--- config.mk ---
export PLATFORM = sky130hd
export DESIGN_NAME = fp16_accum
export DESIGN_NICKNAME = d
export VERILOG_FILES = /design/src/rtl/fp16_pkg.sv /design/src/rtl/fp16_add_comb.sv /design/src/rtl/fp16_accum.sv
export SDC_FILE = /design/constraint.sdc
export NUM_CORES = 1
export LEC_CHECK = 0
export CORE_MARGIN = 3
export CORE_UTILIZATION = 39
export DETAILED_ROUTE_END_ITERATION = 16
export DONT_BUFFER_PORTS = 1
export GPL_TIMING_DRIVEN = 0
export PLACE_DENSITY = 0.55
export SYNTH_ARGS = -nofsm -noshare
export SYNTH_HDL_FRONTEND = slang
export SYNTH_SLANG_ARGS = --single-unit
--- constraint.sdc ---
create_clock -name clk_i -period 16.1 [get_ports clk_i]
set_input_delay 4.83 -clock clk_i [delete_from_list [all_inputs] [get_ports clk_i]]
set_output_delay 4.83 -clock clk_i [all_outputs]
set_load 0.05 [all_outputs]
--- src/rtl/fp16_pkg.sv ---
// Shared FP16 definitions for the convolution datapath: field widths, special
// encodings and the accumulator FSM state type.
package fp16_pkg;

    localparam int unsigned EXP_W   = 5;
    localparam int unsigned MAN_W   = 10;
    localparam int unsigned BIAS    = 15;
    localparam int unsigned EXP_MAX = 31;
    localparam int unsigned FP_W    = 1 + EXP_W + MAN_W;
    // hidden bit + mantissa + guard + round
    localparam int unsigned ALN_W   = MAN_W + 3;
    localparam int unsigned RND_W   = MAN_W + 2;

    localparam logic [FP_W-1:0] FP16_ZERO    = 16'h0000;
    localparam logic [FP_W-1:0] FP16_SAT_POS = 16'h7FFF;
    localparam logic [FP_W-1:0] FP16_SAT_NEG = 16'hFFFF;

    typedef struct packed {
        logic             sign;
        logic [EXP_W-1:0] exp;
        logic [MAN_W-1:0] man;
    } fp16_t;

    typedef enum logic {
        IDLE  = 1'b0,
        ACCUM = 1'b1
    } state_e;

endpackage

--- src/rtl/fp16_add_comb.sv ---
// Combinational FP16 adder: align, add/subtract, normalise, round-half-up,
// flush-to-zero and saturate. Exponent 0 operands count as zero.
module fp16_add_comb
    import fp16_pkg::*;
(
    input  logic [FP_W-1:0] i_a,
    input  logic [FP_W-1:0] i_b,
    output logic [FP_W-1:0] o_sum
);

    fp16_t             w_a;
    fp16_t             w_b;
    fp16_t             w_big;
    fp16_t             w_small;
    logic              w_a_ge;
    logic [EXP_W-1:0]  w_dexp;
    logic [ALN_W-1:0]  w_mb;
    logic [ALN_W-1:0]  w_ms;
    logic              w_sub;
    logic [ALN_W:0]    w_raw;
    logic [3:0]        w_lz;
    logic [ALN_W-1:0]  w_norm;
    logic signed [6:0] w_exp_norm;
    logic signed [6:0] w_exp_fin;
    logic [RND_W-1:0]  w_rnd;
    logic [MAN_W-1:0]  w_man;
    logic              w_unused;

    // Order operands by magnitude so the subtraction never goes negative
    always_comb begin
        w_a     = i_a;
        w_b     = i_b;
        w_a_ge  = {w_a.exp, w_a.man} >= {w_b.exp, w_b.man};
        w_big   = w_a_ge ? w_a : w_b;
        w_small = w_a_ge ? w_b : w_a;
        w_dexp  = w_big.exp - w_small.exp;
        w_mb    = {1'b1, w_big.man, 2'b00};
        w_ms    = {1'b1, w_small.man, 2'b00} >> w_dexp;
        w_sub   = w_big.sign ^ w_small.sign;
        w_raw   = w_sub ? ({1'b0, w_mb} - {1'b0, w_ms})
                        : ({1'b0, w_mb} + {1'b0, w_ms});
    end

    always_comb begin
        w_lz = '0;
        for (int i = 0; i < ALN_W; i++) begin
            if (w_raw[i]) w_lz = 4'(ALN_W - 1 - i);
        end
    end

    always_comb begin
        w_norm     = w_raw[ALN_W] ? w_raw[ALN_W:1] : (w_raw[ALN_W-1:0] << w_lz);
        w_exp_norm = w_raw[ALN_W] ? (7'(w_big.exp) + 7'sd1) : (7'(w_big.exp) - 7'(w_lz));
        w_rnd      = {1'b0, w_norm[ALN_W-1:2]} + RND_W'(w_norm[1]);
        w_man      = w_rnd[RND_W-1] ? w_rnd[MAN_W:1] : w_rnd[MAN_W-1:0];
        w_exp_fin  = w_exp_norm + 7'(w_rnd[RND_W-1]);
        w_unused   = w_norm[0];

        o_sum = FP16_ZERO;
        if (w_a.exp == '0 && w_b.exp == '0) begin
            o_sum = FP16_ZERO;
        end else if (w_a.exp == '0) begin
            o_sum = w_b;
        end else if (w_b.exp == '0) begin
            o_sum = w_a;
        end else if (w_dexp >= 5'(ALN_W)) begin
            o_sum = w_big;
        end else if (w_raw == '0) begin
            o_sum = FP16_ZERO;
        end else if (w_exp_norm < 7'sd1) begin
            o_sum = FP16_ZERO;
        end else if (w_exp_fin >= $signed(7'(EXP_MAX))) begin
            o_sum = w_big.sign ? FP16_SAT_NEG : FP16_SAT_POS;
        end else begin
            o_sum = {w_big.sign, w_exp_fin[EXP_W-1:0], w_man};
        end
    end

endmodule

--- src/rtl/fp16_accum.sv ---
// Streaming FP16 window accumulator: S1 input register, S2 add + accumulate.
// Optional macro FP16_ACCUM_RELU_EN clamps negative reported sums to +0.
module fp16_accum
    import fp16_pkg::*;
#(
    parameter int unsigned CNT_W = 10
)
(
    input  logic             clk_i,
    input  logic             rst_n_i,
    input  logic [FP_W-1:0]  data_i,
    input  logic             valid_i,
    input  logic             last_i,
    input  logic             clear_i,
    output logic [FP_W-1:0]  sum_o,
    output logic             sum_valid_o,
    output logic [CNT_W-1:0] term_cnt_o,
    output logic             cnt_ovf_o
);

    localparam logic [CNT_W-1:0] CNT_MAX = '1;

    state_e           r_state;
    state_e           w_state_nxt;
    logic             w_load;

    logic [FP_W-1:0]  r_s1_data;
    logic             r_s1_valid;
    logic             r_s1_last;

    logic [FP_W-1:0]  r_acc;
    logic [CNT_W-1:0] r_cnt;
    logic [FP_W-1:0]  r_sum;
    logic             r_sum_valid;
    logic [CNT_W-1:0] r_term_cnt;
    logic             r_ovf;

    logic [FP_W-1:0]  w_op_a;
    logic [FP_W-1:0]  w_sum;
    logic [FP_W-1:0]  w_sum_out;
    logic             w_cnt_sat;
    logic [CNT_W-1:0] w_cnt_nxt;

    always_ff @(posedge clk_i or negedge rst_n_i) begin
        if (!rst_n_i) r_state <= IDLE;
        else          r_state <= w_state_nxt;
    end

    always_comb begin
        w_state_nxt = r_state;
        w_load      = (r_state == IDLE);
        if (clear_i) begin
            w_state_nxt = IDLE;
        end else if (r_s1_valid) begin
            w_state_nxt = r_s1_last ? IDLE : ACCUM;
        end
    end

    // First term of a window is added to zero, i.e. loaded
    always_comb begin
        w_op_a    = w_load ? FP16_ZERO : r_acc;
        w_cnt_sat = !w_load && (r_cnt == CNT_MAX);
        w_cnt_nxt = w_load ? CNT_W'(1)
                           : (w_cnt_sat ? CNT_MAX : r_cnt + CNT_W'(1));
`ifdef FP16_ACCUM_RELU_EN
        w_sum_out = w_sum[FP_W-1] ? FP16_ZERO : w_sum;
`else
        w_sum_out = w_sum;
`endif
    end

    fp16_add_comb u_add (
        .i_a   (w_op_a),
        .i_b   (r_s1_data),
        .o_sum (w_sum)
    );

    always_ff @(posedge clk_i or negedge rst_n_i) begin
        if (!rst_n_i) begin
            r_s1_data   <= '0;
            r_s1_valid  <= 1'b0;
            r_s1_last   <= 1'b0;
            r_acc       <= '0;
            r_cnt       <= '0;
            r_sum       <= '0;
            r_sum_valid <= 1'b0;
            r_term_cnt  <= '0;
            r_ovf       <= 1'b0;
        end else begin
            r_s1_data   <= data_i;
            r_s1_valid  <= valid_i & ~clear_i;
            r_s1_last   <= last_i;
            r_sum_valid <= 1'b0;
            if (clear_i) begin
                r_acc <= '0;
                r_cnt <= '0;
                r_ovf <= 1'b0;
            end else if (r_s1_valid) begin
                r_acc <= w_sum;
                r_cnt <= w_cnt_nxt;
                if (w_cnt_sat) r_ovf <= 1'b1;
                if (r_s1_last) begin
                    r_sum       <= w_sum_out;
                    r_sum_valid <= 1'b1;
                    r_term_cnt  <= w_cnt_nxt;
                end
            end
        end
    end

    assign sum_o       = r_sum;
    assign sum_valid_o = r_sum_valid;
    assign term_cnt_o  = r_term_cnt;
    assign cnt_ovf_o   = r_ovf;

endmodule

==> metrics.cfg, run 1 <==
[layout]
fin_util_pct=43.3
num-fill-cells=2141
nets=1188
finalInstanceArea_um2=8860
layout_common_cells=nand2_1, nor2_1, o21ai_0
final_common_cell=nand2_1
drive_gt1_share_pct=5.88
area_delta_synth_final_pct=8.13
diodes=0

[cts]
cts_num_sinks=73
cts_root_buf=clkbuf_16
clk_pin_slew_ns=0.07
cts_setup_buffers=0
cts_hold_buf=0
cts_buffers=9
cts_tree=built
cts_buffer_depth=2
cts-resized-gates=0
clock_latency_ns=0.34
cts_max_level=3

[drt]
post-route-drc-count=0
viasPerCell=6.19
route.met3.wl_um=1650
wirelength_um=30200
postRouteAntennaNets=0
met1_length_um=13800
num_vias=8622
detail_route.iter0.violations=783
topRoutingLayerUsed=met4
avgRoutedWirePerCell_um=21.7
wl_met2_um=14000
drtPass1Iterations=8

[critical_path]
slowest_stage=o311ai_1
ff2ff_path_depth=50
crit_path_max_incr_delay_ns=0.66
path_class=reg2reg
crit_path_frequent_cell=a21oi_1
worst_ep_required_time_ns=16.32
r2r-start=r_state
endpoint_kind=flip-flop
crit_arrival_ns=14.93
crit_fanout=10
crit_start=r_state
critPathTopFamily=compound AO/OA/AOI/OAI gates
cp.depth=50
startpoint_type=flip-flop
crit_buf_inv=9

[floorplanning]
core_um2=20400
dieArea_um2=22800
initial_core_util_pct=40.1
rows=52
die_y_um=151
fp.dieW_um=151
ios=49

[synth]
synth_edf_count=0
synth.avg_cell_area_um2=7.41
ys_warn_count=0
yosysTopAreaCell=dfrtp_1
synth-main-ff-cell=dfrtp_1
synth_area_leaders=dfrtp_1, ha_1, nand2_1
ys_ff_latch=73
synthDistinctLibCells=96
synth_cells=1106
synth_area_um2=8190
synth_top_area_share_pct=22.3
synth_nets=1177
ys_seq_area_share_pct=22.3
synthArstFlopShare_pct=100

[timing]
drv_slew=0
fin_ws_ns=1.38
rsz0062_at_grt=false
period_needed_ns=14.72
final.period_utilization_pct=91.4
worst_pin_slew_ns=1.02
timing.slew.headroom_pct=31.6
fmax_mhz=68.0
finClkSkew_ns=0.00959
tns_ns=0
setup_violations=0
finalHoldViolCount=0
hold_ws_ns=0.504

[global_route]
antenna_found_initial=0
grtUsageTotal_pct=26.5
grt_pass1_vias=8140
grt_pass1_wl_um=47100
grt_max_degree=74
grt_remaining_overflow=0

[place]
detailed_place_hpwl_um=23700
placed_cell_area_um2=8530
gp_congestion=0.975
preCtsSetupSlack_ns=1.68
port_buffers=0

[power_and_ir_drop]
p_leak_nw=3.86
ir_worst_vdd_v=0.0000705
power.density_nw_per_um2=99.4

[min_path]
hold_start=r_s1_last
hold_path.class=reg2reg
whs_path_depth=1

[flow_run]
maxCapViolCount=0

[status]
status=finished, final reports clean

-- worst reg2reg max path: cells and delay by family, from the launching register on --
| family | cells | cell delay, ns |
|---|---|---|
| adders and majority gates | 5 | 1.33 |
| and+or+nand+nor | 14 | 3.34 |
| DFF | 1 | 0.47 |
| muxes | 1 | 0.53 |
| AOI/OAI and AO/OA | 21 | 5.93 |
| buffers and inverters | 9 | 2.95 |
-- per-stage QoR --
| stage | std cells | power, mW |
|---|---|---|
| floorplan | 1106 | 0.540 |
| global placement | 1376 | 0.647 |
| detailed placement | 1376 | 0.647 |
| CTS | 1392 | 0.877 |
| global route | 1392 | 0.931 |
| finish | 1392 | 0.881 |
-- flip-flops by register name, indices dropped and copies added (netlist names) --
name         flops
cnt_ovf_o        1
r_acc           16
r_cnt           10
r_s1_data       16
r_s1_last        1
r_s1_valid       1
r_state          1
sum_o           16
sum_valid_o      1
term_cnt_o      10
-- Yosys cell counts (14+ instances only) --
| cell | number |
|---|---|
| nor2_1 | 90 |
| nand2_1 | 143 |
| a21oi_1 | 84 |
| o21ai_1 | 16 |
| xor2_1 | 15 |
| a211oi_1 | 31 |
| dfrtp_1 | 73 |
| and2_1 | 15 |
| clkbuf_1 | 49 |
| mux2i_1 | 15 |
| o211ai_1 | 19 |
| o21ai_0 | 87 |
| ha_1 | 48 |
| nor3_1 | 19 |
| xnor2_1 | 17 |
| a31oi_1 | 17 |
| nand2b_1 | 17 |
| nand3_1 | 52 |
| a21o_1 | 14 |
| inv_1 | 60 |
-- power by group --
group | switching, mW | internal (mW)
clock network | 0.0887 | 0.138
registers | 0.0551 | 0.199
logic | 0.260 | 0.140
-- path summary, 6_finish.rpt --
check / end / slack, ns
min in group asynchronous: sum_valid_o / 4.18
max: sum_o[6] / 1.38
min: r_state / 0.50
min reg2reg: r_state / 0.50
max reg2reg: sum_o[6] / 1.38
max in group asynchronous: r_s1_data[9] / 11.79
-- logic make-up after synthesis --
family                   Yosys count  share of synthesized area, %
AND/OR/NAND/NOR                  405                          23.7
flip-flops                        73                          22.3
AO/OA/AOI/OAI                    391                          31.8
adder cells (fa/ha/maj)           50                          7.82
buffers and inverters            127                          6.40
XOR/XNOR                          34                          3.96
multiplexers                      26                          4.03
-- layer usage --
| metal | GRT usage (%) | vias to the layer above |
|---|---|---|
| met5 | 0 | - |
| met4 | 6.94 | 0 |
| met3 | 2.48 | 38 |
| met2 | 43.6 | 308 |
| met1 | 37.4 | 4179 |
| li1 | - | 4097 |
-- cell type report --
type	instances	area [µm²]	area share, %
Clock inverter	7	103	1.16
Tap cell	270	338	3.81
Buffer	64	278	3.14
Sequential cell	73	1830	20.6
Multi-Input combinational cell	906	5840	65.9
Inverter	63	246	2.78
Clock buffer	9	225	2.54
Note: power is estimated with default switching activity, not from simulation.
==> run 2, diff against run 1 <==
--- a/config.mk
+++ b/config.mk
@@ -13,4 +13,5 @@
 export PLACE_DENSITY = 0.55
 export SYNTH_ARGS = -nofsm -noshare
 export SYNTH_HDL_FRONTEND = slang
+export SYNTH_HIERARCHICAL = 1
 export SYNTH_SLANG_ARGS = --single-unit
==> metrics.cfg, run 2 <==
[floorplanning]
die_y_um=149
dieArea_um2=22300
core_um2=19800
fp.dieW_um=149
initial_core_util_pct=40.4
rows=51
ios=49

[critical_path]
crit_start=r_state
slowest_stage=xnor2_1
crit_path_max_incr_delay_ns=0.64
cp.depth=52
path_class=reg2reg
critPathCapture=r_acc[1]
crit_path_frequent_cell=clkbuf_1
crit_fanout=10
reg2reg_to=r_acc[1]
startpoint_type=flip-flop
r2r-start=r_state
crit_buf_inv=11
worst_ep_required_time_ns=16.30
ff2ff_path_depth=52
critPathTopFamily=compound AO/OA/AOI/OAI gates
rrSetupSlack_ns=1.13
crit_arrival_ns=15.17
endpoint_kind=flip-flop

[place]
port_buffers=0
detailed_place_hpwl_um=20400
preCtsSetupSlack_ns=1.38
gp_congestion=0.915
placed_cell_area_um2=8350
dp.cells=1302

[timing]
setup_violations=0
drv_slew=0
tns_ns=0
period_needed_ns=14.97
worst_pin_slew_ns=0.800
rsz0062_at_grt=false
fmax_mhz=66.8
timing.slew.headroom_pct=46.1
finClkSkew_ns=0.0103
fin_ws_ns=1.13
finalHoldViolCount=0
final.period_utilization_pct=93.0
hold_ws_ns=0.516

[synth]
synth_area_um2=8020
yosysTopAreaCell=dfrtp_1
synth_nets=1107
synth.avg_cell_area_um2=7.73
synth_edf_count=0
synth_cells=1037
ys_ff_latch=73
synthDistinctLibCells=92
synth_most_common_cell=nand2_1
synth-main-ff-cell=dfrtp_1
synth_top_area_share_pct=22.8
synth_area_leaders=dfrtp_1, ha_1, nand2_1
ys_warn_count=6
ys_seq_area_share_pct=22.8
synthTopCellsByCount=nand2_1, nor2_1, dfrtp_1
synthArstFlopShare_pct=100

[drt]
post-route-drc-count=0
viasPerCell=5.97
postRouteAntennaNets=0
wirelength_um=25700
detail_route.iter0.violations=603
num_vias=7867
drtPass1Iterations=5
avgRoutedWirePerCell_um=19.5

[layout]
nets=1118
layout_common_cells=nand2_1, nor2_1, dfrtp_1
drive_gt1_share_pct=7.79
finalInstanceArea_um2=8670
area_delta_synth_final_pct=8.13
final_common_cell=nand2_1
layout.cells.non_filler=1318

[global_route]
grt_max_degree=74
grt_pass1_vias=7513
grt_pass1_wl_um=40500
grtUsageTotal_pct=22.5
grt_remaining_overflow=0
antenna_found_initial=1

[status]
status=finished, final reports clean

[cts]
cts_buffer_depth=2
cts_buffers=9
cts_setup_buffers=0
clk_pin_slew_ns=0.06
cts_tree=built
cts_root_buf=clkbuf_16
cts-resized-gates=0
cts_max_level=3
cts_hold_buf=0
cts_num_sinks=73
clock_latency_ns=0.33

[min_path]
hold_start=r_acc[15]
hold_path.class=reg2reg

[power_and_ir_drop]
ir_worst_vdd_v=0.000113
power.density_nw_per_um2=85.6
p_leak_nw=3.67

[flow_run]
maxCapViolCount=0

==> run 2: cell families (layout without fill, tap and decap cells) <==
group	count (synthesis)	in the layout	synth area share, %
other cells	0	1	0
fa+ha+maj	49	49	7.84
buf+inv	112	127	5.62
xor+xnor	28	28	3.06
flops	73	73	22.8
mux	57	57	8.15
simple gates	395	395	24.2
compound gates	323	323	28.3
==> run 2: worst min-delay path by stage <==
stage	end	slack (ns)	depth (start not counted)
2_1_floorplan	r_acc[0]	0.48	2
3_3_place_gp	r_acc[13]	0.49	2
3_5_place_dp	r_acc[15]	0.51	2
4_1_cts	r_acc[15]	0.52	2
5_1_grt	r_acc[10]	0.54	2
6_report	r_acc[15]	0.52	2
==> run 2: worst min-delay path: cells and delay by family (launching register included) <==
kind	cells	cell delay, ns
DFF	1	0.34
and+or+nand+nor	1	0.08
muxes	1	0.06
==> run 2: final cells by class <==
class                      count  area [µm²]
tap                          265         332
antenna                        1        2.50
multi-input combinational    852        5740
buffer                        57         241
sequential                    73        1830
inverter                      55         209
clock inverter                 6        92.6
clock buffer                   9         225
fill                        2061       11200
==> run 2: power by group <==
group | switching [mW] | leakage, nW | internal, mW
clock network | 0.0786 | 0.148 | 0.136
logic | 0.182 | 2.57 | 0.0999
registers | 0.0482 | 0.948 | 0.198
==> run 2: per-layer routing <==
layer | global-route usage [%] | vias up | part of all wire [%]
met1 | 31.7 | 3705 | 47
met2 | 35.3 | 271 | 44
met5 | 0 | - | 0
li1 | - | 3826 | -
met4 | 7.60 | 0 | 3.4
met3 | 3.62 | 65 | 5.5
==> run 2: through the flow <==
| stage | util (%) | power (mW) |
|---|---|---|
| 4_1_cts | 43.7 | 0.741 |
| 3_3_place_gp | 42.1 | 0.525 |
| 5_1_grt | 43.7 | 0.783 |
| 2_1_floorplan | - | 0.454 |
| 3_5_place_dp | 42.1 | 0.524 |
| 6_report | 43.7 | 0.742 |
